$ cat src/rtl/inertial_integrator.sv
// rtl/inertial_integrator.sv - gyro pitch integrator with offset calibration; optional accel fusion via PTCH_FUSION_EN
module inertial_integrator #(
  parameter logic [15:0] PTCH_RT_OFFSET_DFLT = 16'h0050,
  parameter logic [15:0] AZ_OFFSET           = 16'h00A0,
  parameter int          FUSION_GAIN         = 1024,
  parameter int          CAL_LOG2            = 8
) (
  input  logic        clk,
  input  logic        rst,
  input  logic        vld,
  input  logic [15:0] ptch_rt_raw,
  input  logic [15:0] AZ,
  input  logic        cal_req,
  output logic [15:0] ptch,
  output logic [15:0] ptch_rt,
  output logic        ptch_vld,
  output logic        cal_busy,
  output logic        cal_done
);

  typedef enum logic {ST_RUN, ST_CAL} state_t;

  state_t               state_q, state_d;
  logic [15:0]          offset_q, offset_d;
  logic signed [26:0]   ptch_int_q, ptch_int_d;
  logic [15:0]          ptch_rt_q, ptch_rt_d;
  logic                 ptch_vld_q, ptch_vld_d;
  logic                 cal_busy_q, cal_busy_d;
  logic                 cal_done_q, cal_done_d;
  logic signed [23:0]   acc_q, acc_d;
  logic [CAL_LOG2-1:0]  cnt_q, cnt_d;

  logic signed [16:0]   diff;
  logic [15:0]          diff_sat;
  logic signed [27:0]   fusion;
  logic signed [27:0]   int_sum;
  logic signed [26:0]   int_sat;
  logic signed [23:0]   acc_sum;
  logic signed [23:0]   acc_shift;

  assign ptch = ptch_int_q[26:11];

  // offset-corrected rate in 17 bits, clamped back to 16
  always_comb begin
    diff = {ptch_rt_raw[15], ptch_rt_raw} - {offset_q[15], offset_q};
    if (diff[16] != diff[15]) begin
      diff_sat = diff[16] ? 16'h8000 : 16'h7FFF;
    end else begin
      diff_sat = diff[15:0];
    end
  end

`ifdef PTCH_FUSION_EN
  logic [15:0]        az_comp;
  logic signed [25:0] prod;
  logic signed [15:0] ptch_acc;

  // accelerometer pitch estimate nudges the integrator toward itself by a fixed step
  always_comb begin
    az_comp  = AZ - AZ_OFFSET;
    prod     = $signed({{10{az_comp[15]}}, az_comp}) * 26'sd327;
    ptch_acc = {{3{prod[25]}}, prod[25:13]};
    if (ptch_acc > $signed(ptch)) begin
      fusion = 28'(FUSION_GAIN);
    end else if (ptch_acc < $signed(ptch)) begin
      fusion = -28'(FUSION_GAIN);
    end else begin
      fusion = '0;
    end
  end
`else
  logic unused_fusion;
  assign fusion        = '0;
  assign unused_fusion = ^{AZ, AZ_OFFSET, FUSION_GAIN[0]};
`endif

  // integrator step with clamp to the 27-bit signed range so pitch never wraps
  always_comb begin
    int_sum = {ptch_int_q[26], ptch_int_q} - {{12{diff_sat[15]}}, diff_sat} + fusion;
    if (int_sum[27] != int_sum[26]) begin
      int_sat = int_sum[27] ? 27'sh4000000 : 27'sh3FFFFFF;
    end else begin
      int_sat = int_sum[26:0];
    end
  end

  // calibration running sum and the averaged offset it would produce
  always_comb begin
    acc_sum   = acc_q + {{8{ptch_rt_raw[15]}}, ptch_rt_raw};
    acc_shift = acc_sum >>> CAL_LOG2;
  end

  // next-state: RUN integrates on vld, CAL accumulates and holds the integrator
  always_comb begin
    state_d    = state_q;
    offset_d   = offset_q;
    ptch_int_d = ptch_int_q;
    ptch_rt_d  = ptch_rt_q;
    ptch_vld_d = 1'b0;
    cal_done_d = 1'b0;
    acc_d      = acc_q;
    cnt_d      = cnt_q;
    case (state_q)
      ST_RUN: begin
        if (vld) begin
          ptch_rt_d  = diff_sat;
          ptch_int_d = int_sat;
          ptch_vld_d = 1'b1;
        end
        if (cal_req) begin
          state_d = ST_CAL;
          acc_d   = '0;
          cnt_d   = '0;
        end
      end
      ST_CAL: begin
        if (vld) begin
          if (cnt_q == '1) begin
            offset_d   = acc_shift[15:0];
            cal_done_d = 1'b1;
            acc_d      = '0;
            cnt_d      = '0;
            state_d    = ST_RUN;
          end else begin
            acc_d = acc_sum;
            cnt_d = cnt_q + CAL_LOG2'(1);
          end
        end
      end
      default: state_d = ST_RUN;
    endcase
    cal_busy_d = (state_d == ST_CAL);
  end

  // state and output registers
  always_ff @(posedge clk or posedge rst) begin
    if (rst) begin
      state_q    <= ST_RUN;
      offset_q   <= PTCH_RT_OFFSET_DFLT;
      ptch_int_q <= '0;
      ptch_rt_q  <= '0;
      ptch_vld_q <= 1'b0;
      cal_busy_q <= 1'b0;
      cal_done_q <= 1'b0;
      acc_q      <= '0;
      cnt_q      <= '0;
    end else begin
      state_q    <= state_d;
      offset_q   <= offset_d;
      ptch_int_q <= ptch_int_d;
      ptch_rt_q  <= ptch_rt_d;
      ptch_vld_q <= ptch_vld_d;
      cal_busy_q <= cal_busy_d;
      cal_done_q <= cal_done_d;
      acc_q      <= acc_d;
      cnt_q      <= cnt_d;
    end
  end

  assign ptch_rt  = ptch_rt_q;
  assign ptch_vld = ptch_vld_q;
  assign cal_busy = cal_busy_q;
  assign cal_done = cal_done_q;

endmodule

$ cat config.mk
export PLATFORM = sky130hd
export DESIGN_NAME = inertial_integrator
export DESIGN_NICKNAME = d
export VERILOG_FILES = /design/src/rtl/inertial_integrator.sv
export SDC_FILE = /design/constraint.sdc
export NUM_CORES = 1
export LEC_CHECK = 0
export BUFFER_PORTS_ARGS = -buffer_cell sky130_fd_sc_hd__buf_2
export CAP_MARGIN = 15
export CELL_PAD_IN_SITES_DETAIL_PLACEMENT = 1
export CELL_PAD_IN_SITES_GLOBAL_PLACEMENT = 1
export CORE_ASPECT_RATIO = 1.75
export CORE_MARGIN = 2
export CORE_UTILIZATION = 46
export CTS_CLUSTER_SIZE = 8
export DETAILED_ROUTE_END_ITERATION = 8
export PLACE_DENSITY_LB_ADDON = 0.15
export SYNTH_ARGS = -nofsm -noshare
export SYNTH_HDL_FRONTEND = slang
export SYNTH_SLANG_ARGS = --single-unit
$ cat constraint.sdc
create_clock -name clk -period 5.92 [get_ports clk]
set_input_delay 0.592 -clock clk [delete_from_list [all_inputs] [get_ports clk]]
set_output_delay 0.592 -clock clk [all_outputs]
set_load 0.005 [all_outputs]
## Word level (Yosys, flattened, before mapping)

Cells that the tools add are included.

- Flip-flop bits (word level): 94
- Input port bits: 36
- Output and inout port bits: 35
- Word-level logic and storage cells: 42

- Add/subtract/negate cells: 4
- Equality and inequality tests: 5
- Muxes and demuxes: 21
- Bitwise logic cells: 1
- Reduce and logical (&&, ||, !) cells: 3

Operator list:

| kind | count |
|---|---|
| 2-to-1 mux 24 bit | 3 |
| 2-to-1 mux 27 bit | 2 |
| one-hot mux 24 bit (2 select lines) | 1 |
| 2-to-1 mux 16 bit | 2 |
| subtractor 27 x 16 -> 28 bit | 1 |
| adder 24 bit | 1 |
| 2-to-1 mux 8 bit | 3 |
| subtractor 16 x 16 -> 17 bit | 1 |
| one-hot mux 8 bit (2 select lines) | 1 |
| adder 8 x 1 -> 8 bit (second input constant) | 1 |
| equality test 8 bit (second input constant) | 1 |
| 2-to-1 mux 1 bit | 8 |
| inequality test 2 bit (second input constant) | 2 |
| AND reduction 2 bit | 2 |
| AND reduction 3 bit | 1 |
| inequality test 1 bit | 2 |
| one-hot mux 1 bit (2 select lines) | 1 |
| inverter 1 bit | 1 |

## Longest topological paths before layout

Gate-level depths: netlist of the first run.

- Depth after elaboration: 6
- Mapped depth: 28
- Gate-level depth less buffers: 25

## Worst setup path before layout of the first run

Ideal clock, no wire load.

- Kind: input to register
- Start point: in ptch_rt_raw[0]
- End point: reg ptch_int_q[12]
- Setup time: 0.121 ns
- Data arrival time: 5.581 ns
- Data required time: 5.799 ns
- Slack: 0.218 ns
- Cell stages on the path: 26
- Path buffers: 2
- Path through: inv_1 -> ha_1 -> inv_1 -> fa_1 -> a21o_1 -> a21o_1 -> a2111oi_4 -> o21ai_1 -> a31o_2 -> a21o_1 -> nand2_1 -> ha_1 -> inv_1 -> clkbuf_1 -> a21oi_1 -> ha_1 -> and3_4 -> a221oi_2 -> a2bb2oi_1 -> o31ai_4 -> o2111a_1 -> nor3_2 -> nor2_1 -> nor2_4 -> buf_6 -> o21ai_1

- Longest elaborated chain between the ends: 6
- Elaborated cells on any way between the ends: 8
- Those cells by class: 2 x add/sub; 2 x eq/ne; 4 x mux

RTL lines:

| element | line | text |
|---|---|---|
| from (decl) | 11 | `input logic [15:0] ptch_rt_raw,` |
| subtractor 16 x 16 -> 17 bit (*) | 45 | `diff = {ptch_rt_raw[15], ptch_rt_raw} - {offset_q[15], offset_q};` |
| 2-to-1 mux 16 bit or inequality test 1 bit (tied branches) | 47, 46 |  |
| 2-to-1 mux 16 bit (*) | 46 | `if (diff[16] != diff[15]) begin` |
| subtractor 27 x 16 -> 28 bit (*) | 79 | `int_sum = {ptch_int_q[26], ptch_int_q} - {{12{diff_sat[15]}}, diff_sat} + fusion;` |
| 2-to-1 mux 27 bit or inequality test 1 bit (tied branches) | 81, 80 |  |
| 2-to-1 mux 27 bit (*) | 80 | `if (int_sum[27] != int_sum[26]) begin` |
| to (signal assigned) | 150 | `ptch_int_q <= ptch_int_d;` |
| to (decl) | 25 | `logic signed [26:0] ptch_int_q, ptch_int_d;` |

Mark *: on every way between the ends. The rest lies on a longest branch, timed or not.
A chain may end at the register's enable or synchronous reset.

## Worst setup path in the final report of the first run

- Start point: reg offset_q[1]
- End point: reg ptch_int_q[7]

- Longest elaborated chain between the ends: 6
- Elaborated cells on any way between the ends: 8
- Those cells by class: 2 x add/sub; 2 x eq/ne; 4 x mux

RTL lines:

| element | line | text |
|---|---|---|
| from (decl) | 24 | `logic [15:0] offset_q, offset_d;` |
| from (signal assigned) | 149 | `offset_q <= offset_d;` |
| subtractor 16 x 16 -> 17 bit (*) | 45 |  |
| 2-to-1 mux 16 bit or inequality test 1 bit (tied branches) | 47, 46 |  |
| 2-to-1 mux 16 bit (*) | 46 |  |
| subtractor 27 x 16 -> 28 bit (*) | 79 |  |
| 2-to-1 mux 27 bit or inequality test 1 bit (tied branches) | 81, 80 |  |
| 2-to-1 mux 27 bit (*) | 80 |  |

Marked as above.

==> results of run 1 <==
==> kinds of logic after synthesis <==
logic type      after synthesis  share of synthesized area (%)
compound gates              272                           24.6
xor+xnor                     54                           6.60
fa+ha+maj                    80                           14.1
buf+inv                      76                           5.31
flops                        94                           32.9
mux                          10                           1.54
simple gates                231                           15.0
==> layer usage <==
metal  up-vias  global-route usage [%]
li1       3240                       -
met1      3635                    30.3
met2       250                    62.2
met3       129                    4.38
met4         0                    20.5
met5         -                       0
==> what timing repair did <==
action | 4_1_cts | 5_1_grt
setup buffers | 24 | 10
resized for setup | 71 | 53
endpoints found under the setup margin | 27 | 27
cloned | 3 | 0
pin swaps | 32 | 44
==> area by class of cell <==
class	count	area, sq um	share of cell area [%]
Clock inverter	4	31.3	0.334
Sequential cell	94	2350	25.1
Clock buffer	12	256	2.74
Timing Repair Buffer	186	1430	15.2
Multi-Input combinational cell	647	4940	52.7
Inverter	33	131	1.40
Tap cell	186	233	2.48
==> power breakdown <==
group	switching (mW)	internal, mW
Sequential	0.168	0.841
Combinational	2.02	1.73
Clock	0.279	0.310
==> metrics by stage <==
step           std cells  util (%)
3_5_place_dp        1115      53.7
2_1_floorplan        817         -
4_1_cts             1156      59.5
5_1_grt             1162      61.2
3_3_place_gp        1115      53.7
6_report            1162      61.2
==> worst max-delay path, delay by kind of cell (launching register included) <==
kind / cells / cell delay [ns]
compound gates: 11 / 2.51
xor+xnor: 1 / 0.28
fa+ha+maj: 3 / 0.69
buf+inv: 8 / 1.14
flops: 1 / 0.41
simple gates: 6 / 0.90
==> flip-flops by register name, summed over array words and instances (netlist names) <==
register / cells
acc_q: 24
cal_busy: 1
cal_done: 1
cnt_q: 8
offset_q: 16
ptch_int_q: 27
ptch_rt: 16
ptch_vld: 1
==> final timing paths <==
kind	endpoint	start	slack (ns)
max	ptch_int_q[7]	offset_q[1]	-0.12
min reg2reg	ptch_rt[15]	ptch_rt[15]	0.49
min in group clk	cal_busy	cal_req	0.49
max reg2reg	ptch_int_q[7]	offset_q[1]	-0.12
max in group asynchronous	acc_q[7]	rst	4.48
min	ptch_rt[12]	rst	0.31
==> layout by cell type, fill, tap and decap left out, types with 4 or more instances in the layout <==
master,instances
o21a_1,10
nor3_1,11
a21oi_2,9
xor2_1,22
buf_12,5
clkbuf_16,9
nand3_1,21
dfrtp_1,92
ha_4,10
mux2_2,4
inv_1,29
nor2_2,5
o21ai_1,9
a22o_1,17
ha_1,58
a21oi_1,59
buf_2,54
o21bai_1,5
o21ai_0,63
or3_1,4
o21ai_2,17
nand2b_1,11
a31oi_1,5
buf_4,114
a21oi_4,6
nand2_1,86
mux2i_1,4
nor2_1,52
nor2_4,4
maj3_2,8
xnor2_1,31
o211ai_1,8
a21o_1,20
buf_6,9
==> Yosys cell counts, types with 5 or more instances <==
| master | count |
|---|---|
| dfrtp_1 | 92 |
| nand2_1 | 89 |
| a21oi_1 | 73 |
| ha_1 | 69 |
| o21ai_0 | 68 |
| nor2_1 | 59 |
| inv_1 | 32 |
| xnor2_1 | 31 |
| xor2_1 | 23 |
| nand3_1 | 21 |
| o21ai_1 | 21 |
| a21o_1 | 20 |
| clkbuf_1 | 18 |
| a22o_1 | 17 |
| buf_4 | 16 |
| nand2b_1 | 13 |
| nor3_1 | 12 |
| o21a_1 | 10 |
| o211ai_1 | 8 |
| a31oi_1 | 6 |
| o21bai_1 | 6 |
| mux2i_1 | 5 |
==> flow_summary.json, run 1 <==
{
  "wl_met2_microns": 15400,
  "viasPerCell": 6.24,
  "yosysUniqueCellTypes": 75,
  "port_buffers": 54,
  "drt_iter0_drc": 255,
  "finalWeightedCongestion": 0.884,
  "maxCapViolations": 0,
  "synth_nets": 925,
  "hold_path.class": "in2async",
  "holdBufCountCts": 0,
  "fillers": 1790,
  "h-tree-depth": 3,
  "max-clock-path-buffers": 2,
  "yosysTopAreaCell": "dfrtp_1",
  "hold_viol": 0,
  "die_w_microns": 98.3,
  "leakage_nw": 4.38,
  "power_density_mw_per_mm2": 570,
  "critPathMaxStageDelay_ns": 0.41,
  "min_period_over_period_pct": 102,
  "worstPathMaxFanout": 9,
  "clk_pin_slew_ns": 0.07,
  "relSlewSlack_pct": 48.2,
  "p_total_mw": 5.35,
  "synthArstFlopShare_pct": 100,
  "finalNetCount": 1079,
  "critPathLaunchType": "flip-flop",
  "finalSetupTns_ns": -0.644,
  "yosysWarnings": 0,
  "synth_edf_count": 0,
  "synth_flop_cell": "dfrtp_1",
  "first_global_vias": 8044,
  "die-area_sq_mm": 0.0166,
  "cts_root_buffer": "clkbuf_16",
  "drcViolationCount": 0,
  "start_util_pct": 46.8,
  "routed-wl-met3_microns": 925,
  "synthDominantCellAreaShare_pct": 32.2,
  "drv_slew": 0,
  "syn_area_sq_mm": 0.00716,
  "wire_per_inst_microns": 23.8,
  "status": "finished with violations",
  "numClockSinks": 94,
  "ant_nets": 0,
  "worstSkewPairLatency_ns": 0.36,
  "tightestPinTransition_ns": 0.771,
  "synth_top_cells_by_area": "dfrtp_1, ha_1, a21oi_1",
  "fin_ws_ns": -0.120,
  "antenna-diode-count": 0,
  "syn_inst": 817,
  "critPathCaptureType": "flip-flop",
  "holdWs_ns": 0.307,
  "rsz0062_at_grt": "yes",
  "grt_max_degree": 65,
  "routed_wl_microns": 27600,
  "min_period_ns": 6.04,
  "cts_made_buffers": 9,
  "pre_cts_slack_ns": -0.824,
  "gr-total-overflow": 0,
  "syn2layout_area_growth_pct": 30.9,
  "grt_first_pass_wirelength_microns": 41900,
  "firstDrtPassIters": 4,
  "fin_worst_skew_ns": 0.0134,
  "drive_gt1_share_pct": 32.2,
  "worstPathRequired_ns": 6.18,
  "cp.arrival_ns": 6.30,
  "hpwl_microns": 17400,
  "finalInstanceArea_sq_mm": 0.00937,
  "grt_use_total_pct": 31.9,
  "core_area_sq_mm": 0.0153,
  "io_pins": 71,
  "ys_seq_area_share_pct": 32.9,
  "routed.top_layer": "met4",
  "die_y_microns": 169,
  "max_freq_mhz": 166,
  "r2r.worst_path.cells": 29,
  "synth-seq-cells": 94,
  "rows": 60,
  "antenna_found_initial": 0,
  "cts_tree": "done",
  "avgSynthCellArea_sq_um": 8.76,
  "violations": "negative setup slack",
  "num_vias": 7254,
  "slowest_stage": "dfrtp_1",
  "crit_type": "reg2reg",
  "drt-met1-wl_microns": 9170,
  "ir_worst_vdd_mv": 0.213,
  "setup_violations": 16,
  "placed_area_sq_mm": 0.00822
}
(Power assumes the default switching activity.)
==> run 2, diff against run 1 <==
--- a/config.mk
+++ b/config.mk
@@ -11,7 +11,7 @@
 export CELL_PAD_IN_SITES_GLOBAL_PLACEMENT = 1
 export CORE_ASPECT_RATIO = 1.75
 export CORE_MARGIN = 2
-export CORE_UTILIZATION = 46
+export CORE_UTILIZATION = 50
 export CTS_CLUSTER_SIZE = 8
 export DETAILED_ROUTE_END_ITERATION = 8
 export PLACE_DENSITY_LB_ADDON = 0.15
==> constraint.sdc (replaced) <==
create_clock -name clk -period 7.5 [get_ports clk]
set_input_delay 0.75 -clock clk [delete_from_list [all_inputs] [get_ports clk]]
set_output_delay 0.75 -clock clk [all_outputs]
set_load 0.005 [all_outputs]
==> run 2 against run 1 <==
The run now ends clean; clock skew fell by 0.0063 ns; flip-flop and latch count did not move; clock-buffer cell count decreased by 3; via count down 13%; cell area decreased by 16%; combinational power down 45%; global-route usage decreased by 3.7 points; die area decreased by 7.7%; critical path type is now in2reg; wire length is 25% lower; critical endpoint is now ptch_int_q[25].
==> flow_summary.json, run 2 (synthesis results as in run 1) <==
{
  "io_pins": 71,
  "core_area_sq_mm": 0.0140,
  "status": "completed",
  "num_vias": 6345,
  "holdBufCountCts": 0,
  "p_clk_share_pct": 14.3,
  "finalWeightedCongestion": 0.850,
  "crit_type": "in2reg",
  "antenna-diode-count": 0,
  "first_global_vias": 6964,
  "wire_per_inst_microns": 19.8,
  "routed_wl_microns": 20600,
  "start_util_pct": 51.2,
  "viasPerCell": 6.11,
  "r2r-start": "offset_q[1]",
  "antenna_found_initial": 0,
  "cts_tree": "done",
  "setup_violations": 0,
  "firstDrtPassIters": 4,
  "min_period_over_period_pct": 94.9,
  "switching_power_mw": 1.51,
  "maxCapViolations": 0,
  "die-area_sq_mm": 0.0153,
  "worstSkewPairLatency_ns": 0.36,
  "worstPathRequired_ns": 7.77,
  "cts_made_buffers": 9,
  "fin_worst_skew_ns": 0.00712,
  "hpwl_microns": 16300,
  "max-clock-path-buffers": 2,
  "mostFrequentLayoutCells": "dfrtp_1, nand2_1, a21oi_1",
  "min_period_ns": 7.12,
  "drt_iter0_drc": 175,
  "drive_gt1_share_pct": 14.5,
  "critPathLaunchType": "input port",
  "leakage_nw": 3.71,
  "grt_first_pass_wirelength_microns": 33900,
  "cp.arrival_ns": 7.39,
  "combPwrFrac_pct": 62.2,
  "drv_slew": 0,
  "p_total_mw": 3.31,
  "numClockSinks": 94,
  "switching_share_pct": 45.8,
  "tightestPinTransition_ns": 0.862,
  "h-tree-depth": 3,
  "power_density_mw_per_mm2": 422,
  "cts_setup_buffers": 0,
  "hold_viol": 0,
  "fillers": 1686,
  "rsz0062_at_grt": "no",
  "port_buffers": 54,
  "cts-resized-gates": 0,
  "clk_pin_slew_ns": 0.07,
  "fin_util_pct": 56.1,
  "critPathCaptureType": "flip-flop",
  "seq_power_share_pct": 23.4,
  "grt_max_degree": 65,
  "ir_worst_vdd_mv": 0.168,
  "die_y_microns": 162,
  "drcViolationCount": 0,
  "finalSetupTns_ns": 0,
  "r2r.worst_path.cells": 26,
  "die_w_microns": 94.5,
  "worstPathMaxFanout": 11,
  "top_register": "ptch_int_q",
  "internal-power_mw": 1.79,
  "grt_use_total_pct": 28.2,
  "final_common_cell": "dfrtp_1",
  "pre_cts_slack_ns": 0.0635,
  "fin_ws_ns": 0.382,
  "syn2layout_area_growth_pct": 9.42,
  "finalNetCount": 964,
  "ant_nets": 0,
  "crit_start": "ptch_rt_raw[1]",
  "relSlewSlack_pct": 41.4,
  "rows": 57,
  "largest_register_ffs": 27,
  "gr-total-overflow": 0,
  "hold_path.class": "in2async",
  "max_freq_mhz": 140,
  "reg_top3": "ptch_int_q (27), acc_q (24)",
  "cts_root_buffer": "clkbuf_16"
}
## run 2: area by class of cell
type	instances	area (sq um)	area share [%]
Multi-Input combinational cell	647	4440	56.6
Clock buffer	9	225	2.87
Timing Repair Buffer	71	398	5.08
Clock inverter	7	72.6	0.926
Inverter	33	126	1.61
Tap cell	177	221	2.83
Sequential cell	94	2350	30.1
## run 2: per-stage QoR
| step | cell area, sq um | hold WS, ns | std cells |
|---|---|---|---|
| 6_report | 7840 | 0.455 | 1038 |
| 4_1_cts | 7840 | 0.490 | 1038 |
| 3_5_place_dp | 7540 | 0.475 | 1022 |
| 5_1_grt | 7840 | 0.516 | 1038 |
| 2_1_floorplan | 7160 | 0.454 | 817 |
| 3_3_place_gp | 7540 | 0.461 | 1022 |
## run 2: power groups by stage
stage	combinational [mW]	sequential [mW]	clock, mW
final	2.06	0.775	0.474
after global routing	2.28	0.797	0.503
after CTS	2.06	0.776	0.481
after detailed placement	2.04	0.785	0
after global placement	1.93	0.772	0
after floorplan	1.58	0.754	0
## run 2: routing by layer
metal	track usage, %	part of all wire, %	routed length [microns]	vias up
met2	55.2	57	11700	118
met3	2.50	2.0	405	61
met5	0	0	0	-
li1	-	-	-	3010
met1	27.8	36	7320	3156
met4	16.3	5.5	1120	0
## run 2: final timing paths
kind	to	slack [ns]
setup / recovery	ptch_int_q[25]	0.38
hold / removal	offset_q[15]	0.45
setup reg to reg	ptch_int_q[25]	0.51
hold reg to reg	ptch_rt[6]	0.48
max in group asynchronous	ptch_rt[1]	5.97
min in group clk	ptch_rt[6]	0.48
## run 2: worst max-delay path, cell delays in order
cell and delay [ns]:
buf_2 0.16, ha_1 0.32, nor2b_1 0.16, o31a_1 0.31, o41a_1 0.36, o41ai_2 0.36, o21ai_1 0.22, a31oi_1 0.27
a22oi_1 0.15, xor2_1 0.19, ha_1 0.44, and3_1 0.45, o21bai_1 0.23, ha_1 0.25, fa_1 0.19, nand2b_1 0.19
a21oi_1 0.15, o41ai_2 0.67, o31ai_4 0.18, nor4_2 0.33, nor3_2 0.13, buf_4 0.16, nor2_1 0.27, buf_4 0.26
nor2_1 0.06, o21ai_0 0.17
==> run 3, diff against run 2 <==
--- a/config.mk
+++ b/config.mk
@@ -14,7 +14,7 @@
 export CORE_UTILIZATION = 50
 export CTS_CLUSTER_SIZE = 8
 export DETAILED_ROUTE_END_ITERATION = 8
-export PLACE_DENSITY_LB_ADDON = 0.15
+export PLACE_DENSITY_LB_ADDON = 0.2
 export SYNTH_ARGS = -nofsm -noshare
 export SYNTH_HDL_FRONTEND = slang
 export SYNTH_SLANG_ARGS = --single-unit
==> run 3 against run 2 <==
Critical path depth is 1 higher; via count hardly changed; utilization is 0.21 points higher; non-clock buffer count is 3 higher; register-to-register slack better by 0.25 ns; critical endpoint is now ptch_int_q[6]; hold slack better by 0.00065 ns; global-route usage hardly changed; flip-flop and latch count stayed put; clock-buffer cell count stayed put; die area stayed put; power is 1.5% higher; sequential share of layout area is 0.11 points lower; critical path type unchanged.
==> flow_summary.json, run 3 (synthesis results as in run 1) <==
{
  "reg_top3": "ptch_int_q (27), acc_q (24)",
  "num_vias": 6340,
  "die_y_microns": 162,
  "die-area_sq_mm": 0.0153,
  "antenna-diode-count": 0,
  "power_density_mw_per_mm2": 427,
  "numClockSinks": 94,
  "leakage_nw": 3.73,
  "cts_made_buffers": 9,
  "cts-resized-gates": 0,
  "mostFrequentLayoutCells": "dfrtp_1, nand2_1, a21oi_1",
  "hpwl_microns": 16000,
  "cts_root_buffer": "clkbuf_16",
  "rows": 57,
  "critPathLaunchType": "input port",
  "first_global_vias": 7098,
  "min_period_ns": 6.85,
  "max-clock-path-buffers": 2,
  "drcViolationCount": 0,
  "hold_path.class": "in2async",
  "grt_use_total_pct": 28.2,
  "fin_worst_skew_ns": 0.0114,
  "setup_violations": 0,
  "gr-total-overflow": 0,
  "worstPathRequired_ns": 7.73,
  "routed_wl_microns": 20800,
  "io_pins": 71,
  "finalWeightedCongestion": 0.863,
  "min_period_over_period_pct": 91.3,
  "cp.arrival_ns": 7.08,
  "dp.cells": 1025,
  "max_freq_mhz": 146,
  "grt_max_degree": 65,
  "port_buffers": 54,
  "critPathCaptureType": "flip-flop",
  "die_w_microns": 94.5,
  "largest_register_ffs": 27,
  "ir_worst_vdd_mv": 0.170,
  "fin_util_pct": 56.3,
  "h-tree-depth": 3,
  "worstPathMaxFanout": 9,
  "worstSkewPairLatency_ns": 0.35,
  "drt_iter0_drc": 216,
  "rsz0062_at_grt": "no",
  "viasPerCell": 6.09,
  "start_util_pct": 51.2,
  "final_common_cell": "dfrtp_1",
  "maxCapViolations": 0,
  "clk_pin_slew_ns": 0.07,
  "cts_setup_buffers": 0,
  "crit_type": "in2reg",
  "top_register": "ptch_int_q",
  "grt_first_pass_wirelength_microns": 34200,
  "cts_tree": "done",
  "ant_nets": 0,
  "drv_slew": 0,
  "holdBufCountCts": 0,
  "wire_per_inst_microns": 20.0,
  "drive_gt1_share_pct": 14.8,
  "tightestPinTransition_ns": 0.812,
  "syn2layout_area_growth_pct": 9.84,
  "relSlewSlack_pct": 44.8,
  "firstDrtPassIters": 4,
  "finalSetupTns_ns": 0,
  "hold_viol": 0,
  "antenna_found_initial": 0,
  "status": "completed",
  "core_area_sq_mm": 0.0140,
  "finalNetCount": 967,
  "instances_no_fill": 1041
}
==> run 3: cell count changes in the layout (fill, tap and decap cells not counted), sizes merged <==
cell,delta
buf,+3
inv,+1
clkinvlp,-1
==> run 3: per-stage QoR <==
step	total power [mW]	hold WS (ns)	worst slack [ns]	instance area (sq um)
2_1_floorplan	2.33	0.454	1.64	7160
5_1_grt	3.61	0.500	0.283	7870
3_5_place_dp	2.84	0.476	0.363	7560
6_report	3.36	0.455	0.654	7870
3_3_place_gp	2.73	0.460	0.444	7560
4_1_cts	3.35	0.477	0.682	7870
==> run 3: path summary, 6_finish.rpt <==
path / cells past startpoint / slack [ns] / end / from
setup / recovery: 27 / 0.65 / ptch_int_q[6] / ptch_rt_raw[1]
setup reg to reg: 27 / 0.76 / ptch_int_q[6] / offset_q[1]
max in group asynchronous: 3 / 5.92 / acc_q[10] / rst
hold reg to reg: 2 / 0.48 / ptch_rt[14] / ptch_rt[14]
hold / removal: 2 / 0.46 / ptch_rt[14] / rst
min in group clk: 2 / 0.48 / ptch_rt[14] / ptch_rt[14]
==> run 3: power by group <==
part	total, mW	switching [mW]	internal (mW)
registers	0.776	0.112	0.664
clock network	0.483	0.220	0.264
logic	2.10	1.22	0.879
total	3.36	1.55	1.81
==> run 3: routing by layer <==
metal | up-vias | part of all wire (%) | track usage, %
met5 | - | 0 | 0
met4 | 0 | 4.2 | 12.9
met3 | 61 | 2.8 | 3.39
met2 | 138 | 57 | 56.1
met1 | 3143 | 36 | 28.0
li1 | 2998 | - | -
==> run 3: worst max-delay path, stage by stage <==
cell and delay, ns:
buf_2 0.15, ha_1 0.31, nor2b_1 0.15, o31a_1 0.30, o41a_1 0.38, o41ai_2 0.35, o21ai_1 0.21, a31oi_1 0.24
a22oi_1 0.11, xor2_1 0.18, ha_1 0.45, and3_1 0.46, buf_4 0.23, a21oi_1 0.07, ha_1 0.35, a21oi_1 0.27
a2bb2oi_1 0.35, a21oi_1 0.16, o31ai_1 0.35, buf_4 0.18, a311oi_1 0.11, o2bb2ai_2 0.29, buf_4 0.19, nor2_1 0.08
buf_4 0.20, a21oi_1 0.13, o21ai_1 0.07
==> run 3: cell type report <==
cell class	instances	area, sq um
inverter	33	126
multi-input combinational	647	4440
sequential	94	2350
clock inverter	7	80.1
timing repair buffer	74	420
tap	177	221
fill	1721	6110
clock buffer	9	225
